--- src/rtl/boot_mem.sv ---
// Single-port boot RAM for the CPU memory bus. After reset it optionally streams a
// program in from LOAD_BASE, then releases the CPU and serves its two-phase accesses.
module boot_mem #(
  parameter int ADDR_WIDTH = 6,
  parameter int DATA_WIDTH = 16,
  parameter int LOAD_BASE  = 8,
  parameter bit BOOT_LOAD  = 1'b1
) (
  input  logic                  clk,
  input  logic                  rst_n,
  input  logic                  cpu_we,
  input  logic [ADDR_WIDTH-1:0] cpu_addr,
  input  logic [DATA_WIDTH-1:0] cpu_wdata,
  output logic [DATA_WIDTH-1:0] cpu_rdata,
  output logic                  cpu_rst_n,
  input  logic                  ld_valid,
  input  logic [DATA_WIDTH-1:0] ld_data,
  input  logic                  ld_last,
  output logic                  ld_ready,
  output logic [ADDR_WIDTH:0]   ld_count,
  output logic                  ld_err
);

  localparam int                    DEPTH     = 1 << ADDR_WIDTH;
  localparam logic [ADDR_WIDTH-1:0] TOP_ADDR  = '1;
  localparam logic [ADDR_WIDTH-1:0] BASE_ADDR = ADDR_WIDTH'(LOAD_BASE);

  typedef enum logic [1:0] {
    LOAD    = 2'd0,
    RELEASE = 2'd1,
    RUN     = 2'd2
  } state_t;

  state_t state, state_next;

  logic [DATA_WIDTH-1:0] mem [DEPTH];
  logic [ADDR_WIDTH-1:0] ptr;
  logic                  accept;
  logic                  at_top;
  logic                  cpu_active;
  logic                  mem_we;
  logic [ADDR_WIDTH-1:0] mem_waddr;
  logic [DATA_WIDTH-1:0] mem_wdata;

  // State register
  always_ff @(posedge clk or negedge rst_n) begin
    if (!rst_n) state <= BOOT_LOAD ? LOAD : RELEASE;
    else        state <= state_next;
  end

  // Next-state logic
  always_comb begin
    // NOTE: default assignment first so every path drives state_next and no latch is inferred.
    state_next = state;
    case (state)
      LOAD:    if (accept && (ld_last || at_top)) state_next = RELEASE;
      RELEASE: state_next = RUN;
      RUN:     state_next = RUN;
      default: state_next = LOAD;
    endcase
  end

  // State-decoded outputs and strobes
  always_comb begin
    ld_ready   = (state == LOAD);
    cpu_active = (state == RUN);
    accept     = ld_valid && (state == LOAD);
    at_top     = (ptr == TOP_ADDR);
  end

  // Loader beats and CPU writes never coincide, so one write port serves both.
  always_comb begin
    mem_we    = 1'b0;
    mem_waddr = cpu_addr;
    mem_wdata = cpu_wdata;
    if (accept) begin
      mem_we    = 1'b1;
      mem_waddr = ptr;
      mem_wdata = ld_data;
    end else if (cpu_active && cpu_we) begin
      mem_we = 1'b1;
    end
  end

  // NOTE: the array has no reset branch; contents survive rst_n and it maps onto plain RAM.
  always_ff @(posedge clk) begin
    if (mem_we) mem[mem_waddr] <= mem_wdata;
  end

  always_ff @(posedge clk or negedge rst_n) begin
    if (!rst_n) begin
      // NOTE: sequential state uses non-blocking assignments so all registers update together.
      ptr       <= BASE_ADDR;
      ld_count  <= '0;
      ld_err    <= 1'b0;
      cpu_rst_n <= 1'b0;
      cpu_rdata <= '0;
    end else begin
      // cpu_rst_n rises on the very edge that enters RUN.
      cpu_rst_n <= (state_next == RUN);
      if (accept) begin
        ld_count <= ld_count + 1'b1;
        // The pointer parks at the top address instead of wrapping.
        if (!at_top) ptr <= ptr + 1'b1;
        if (at_top && !ld_last) ld_err <= 1'b1;
      end
      if (cpu_active) begin
        cpu_rdata <= cpu_we ? cpu_wdata : mem[cpu_addr];
      end
    end
  end

endmodule

--- config.mk ---
export PLATFORM = sky130hd
export DESIGN_NAME = boot_mem
export DESIGN_NICKNAME = d
export VERILOG_FILES = /design/src/rtl/boot_mem.sv
export SDC_FILE = /design/constraint.sdc
export NUM_CORES = 1
export LEC_CHECK = 0
export ABC_CLOCK_PERIOD_IN_PS = 9700
export CAP_MARGIN = 20
export CORE_MARGIN = 1
export CORE_UTILIZATION = 55
export CTS_CLUSTER_DIAMETER = 50
export DETAILED_ROUTE_END_ITERATION = 8
export HOLD_SLACK_MARGIN = 0.08
export PLACE_DENSITY = 0.71
export SLEW_MARGIN = 25
export SYNTH_ARGS = -nofsm -noshare
export SYNTH_HDL_FRONTEND = slang
export SYNTH_SLANG_ARGS = --single-unit
--- constraint.sdc ---
create_clock -name clk -period 9.7 [get_ports clk]
set_clock_uncertainty 0.2 [all_clocks]
set_input_delay 1.94 -clock clk [delete_from_list [all_inputs] [get_ports clk]]
set_output_delay 1.94 -clock clk [all_outputs]
set_load 0.02 [all_outputs]
==> run summary <==
width of the die: 275 microns
grt ovf: 0
HPWL after DPL: 55500 microns
top cells by count, synth: edfxtp_1, mux4_2, nand2_1
first-pass GRT wire length: 141000 microns
crit-path max FO: 69
die area: 75400 sq um
leakage: 14.7 nW
critical path startpoint category: input port
worst reg2reg startpoint: state[0]$_DFF_PN0_
Syn Inst Count: 1899
all-layer global routing usage: 26.5%
failing checks: DRC
worst reg-to-reg setup slack: 5.81 ns
synthesized cell area: 40800 sq um
Setup TNS Final: 0 ns
CP Class: in -> reg
Total Wirelength: 97100 microns
Slew headroom: 34.2%
peak supply drop: 0.138 mV
Yosys cell types: 46
power consumption: 11.0 mW
chip height: 275 microns
Vias: 20100
drt first pass iters: 8
max_cap viols: 0
Post-synth EDFFs: 1024
R2R Path End: cpu_rdata[1]$_DFFE_PN0N_
Max Slew Vio Count: 0
Skew-Pair Late Insertion Delay: 0.68 ns
async set or reset register ratio after synthesis: 3.12%
Post CTS Setup Buffer Count: 0
Top-Level Pins: 69
RD Place Congestion: 0.893
Worst EP arrival: 5.50 ns
leading register cell type out of synthesis: edfxtp_1
hold buffers post-CTS: 0
worst hold endpoint: ld_err$_DFFE_PN0P_
Yosys Warn Count: 0
# setup viols final: 0
hold path start: ld_err$_DFFE_PN0P_
RSZ-0062 raised after global routing: no
Tmin final: 5.19 ns
Post-DRT Antenna Nets: 0
DRC: 34
Seq cells post-synth: 1057
largest cells by area after synthesis: edfxtp_1, mux4_2, dfrtp_1, a22oi_1, nand2_1
IO Port Bufs: 68
Root Driver: clkbuf_16
share of cells above drive strength 1: 25.1%
most frequent cell after synthesis: edfxtp_1
TritonCTS Buffers: 102
largest net degree at the start of global routing: 138
Total Nets Final: 2106
Highest Clock Rate: 193 MHz
CP Capture Type: flip-flop
final worst-path cycle share: 53.5%
final hold vios: 0
clk sink count: 1057
FF-to-FF path depth: 8
Worst Hold Path Cells: 2
DR iter-0 viols: 2764
slew of the pin with the lowest slew margin: 0.985 ns
Pwr per Cell Area: 239 nW/um^2
clk buf depth: 3
largest area contributor in the netlist: edfxtp_1
post-synthesis sequential area ratio: 77.3%
syn nets: 1947
Worst Path Required: 10.02 ns
FP Rows: 99
area delta synth->final: 13.4%
Post-CTS Resized: 0
core area: 73200 sq um
CTS tree: built
Reg clk slew, reported paths: 0.06 ns
Initial Utilization: 55.8%
antenna violations before repair: 0
run status: finished with violations
top cell type's share of synthesized area: 75.3%
vias in the first global route: 19700
type of the worst min-delay path: reg -> reg
routed wire length per instance: 31.3 microns
H-tree levels: 3
Syn Area/Cell: 21.5 sq um
post-DR vias/cell: 6.49
## kinds of logic after synthesis
logic type	after synthesis	synth area share, %
AOI/OAI and AO/OA	175	3.08
xor gates and xnor gates	15	0.322
adders and majority gates	5	0.153
buffers and inverters	127	1.50
DFF	1057	77.3
muxes	283	15.1
and+or+nand+nor	237	2.57
## critical path, cell delays in order
cell	delay, ns
buf_8	0.54
buf_4	0.54
xnor2_1	0.17
nand3_1	0.16
o21ai_2	0.74
or3_1	0.59
o22ai_1	0.24
or4_1	0.44
## stage by stage
| stage | hold WS, ns | util [%] | area, sq um | setup slack (ns) | instances |
|---|---|---|---|---|---|
| final | 0.266 | 63.2 | 46300 | 4.51 | 3099 |
| after CTS | 0.270 | 63.2 | 46300 | 4.45 | 3098 |
| after global routing | 0.293 | 63.2 | 46300 | 4.32 | 3098 |
| after floorplan | 0.330 | - | 40800 | 5.03 | 1899 |
| after global placement | 0.252 | 58.7 | 43000 | 3.80 | 2912 |
| after detailed placement | 0.257 | 58.7 | 43000 | 3.78 | 2913 |
## metal layers
layer  track usage [%]  routed length [microns]  vias to the layer above
li1                  -                        -                     8256
met1              40.2                    39600                    10600
met2              39.5                    45000                     1147
met3              5.78                    10400                      135
met4              6.78                     2140                        0
met5                 0                        0                        -
## layout by cell type (no fill, tap or decap), types with 3 or more instances in the layout
| cell type | synthesis | layout |
|---|---|---|
| nand3_1 | 10 | 10 |
| a221oi_1 | 15 | 15 |
| o22ai_1 | 16 | 16 |
| nand2_2 | 0 | 17 |
| nand2_1 | 93 | 76 |
| clkbuf_1 | 48 | 24 |
| xnor2_1 | 11 | 11 |
| o21ai_0 | 3 | 3 |
| ha_1 | 5 | 5 |
| inv_1 | 21 | 21 |
| a21oi_1 | 36 | 36 |
| clkinv_1 | 0 | 20 |
| bufinv_16 | 0 | 10 |
| or4_1 | 15 | 15 |
| dfrtp_1 | 32 | 32 |
| and3_1 | 4 | 4 |
| edfxtp_1 | 1024 | 1024 |
| nor2b_1 | 7 | 5 |
| xor2_1 | 4 | 4 |
| clkbuf_16 | 0 | 104 |
| or3_1 | 3 | 3 |
| a22o_1 | 15 | 15 |
| a211oi_1 | 18 | 18 |
| mux4_2 | 265 | 265 |
| clkinvlp_4 | 0 | 8 |
| clkinv_2 | 0 | 11 |
| nand3b_1 | 3 | 3 |
| nand4_1 | 3 | 3 |
| nand2b_1 | 4 | 4 |
| nor2_1 | 87 | 84 |
| buf_4 | 10 | 89 |
| mux2i_1 | 16 | 16 |
| a22oi_1 | 62 | 62 |
| clkdlybuf4s50_1 | 0 | 64 |
## sequential cells by signal, indices dropped and copies added (netlist names)
register / flops
ld_err: 1
ld_count: 7
state: 2
ptr: 6
mem: 1024
cpu_rdata: 16
cpu_rst_n: 1
## report_power, final
group / internal, mW / switching, mW
Sequential: 5.53 / 0.148
Clock: 2.24 / 1.67
Combinational: 0.418 / 1.04
## area by class of cell
class	instances	area (sq um)
antenna	1	2.50
clock buffer	128	2690
clock inverter	57	613
fill	4776	26900
inverter	21	78.8
multi-input combinational	715	8730
sequential	1057	31600
tap	959	1200
timing repair buffer	161	1410
## worst max-delay path by stage
stage / slack [ns] / start / endpoint / cells past startpoint
2_1_floorplan: 5.03 / ld_valid / mem[43][0]$_DFFE_PP_ / 6
4_1_cts: 4.45 / ld_valid / cpu_rdata[2]$_DFFE_PN0N_ / 7
6_report: 4.51 / cpu_addr[0] / cpu_rdata[1]$_DFFE_PN0N_ / 8
3_3_place_gp: 3.80 / ld_valid / mem[2][6]$_DFFE_PP_ / 6
3_5_place_dp: 3.78 / ld_valid / cpu_rdata[2]$_DFFE_PN0N_ / 7
5_1_grt: 4.32 / cpu_addr[0] / cpu_rdata[1]$_DFFE_PN0N_ / 8
(Power assumes the default switching activity.)
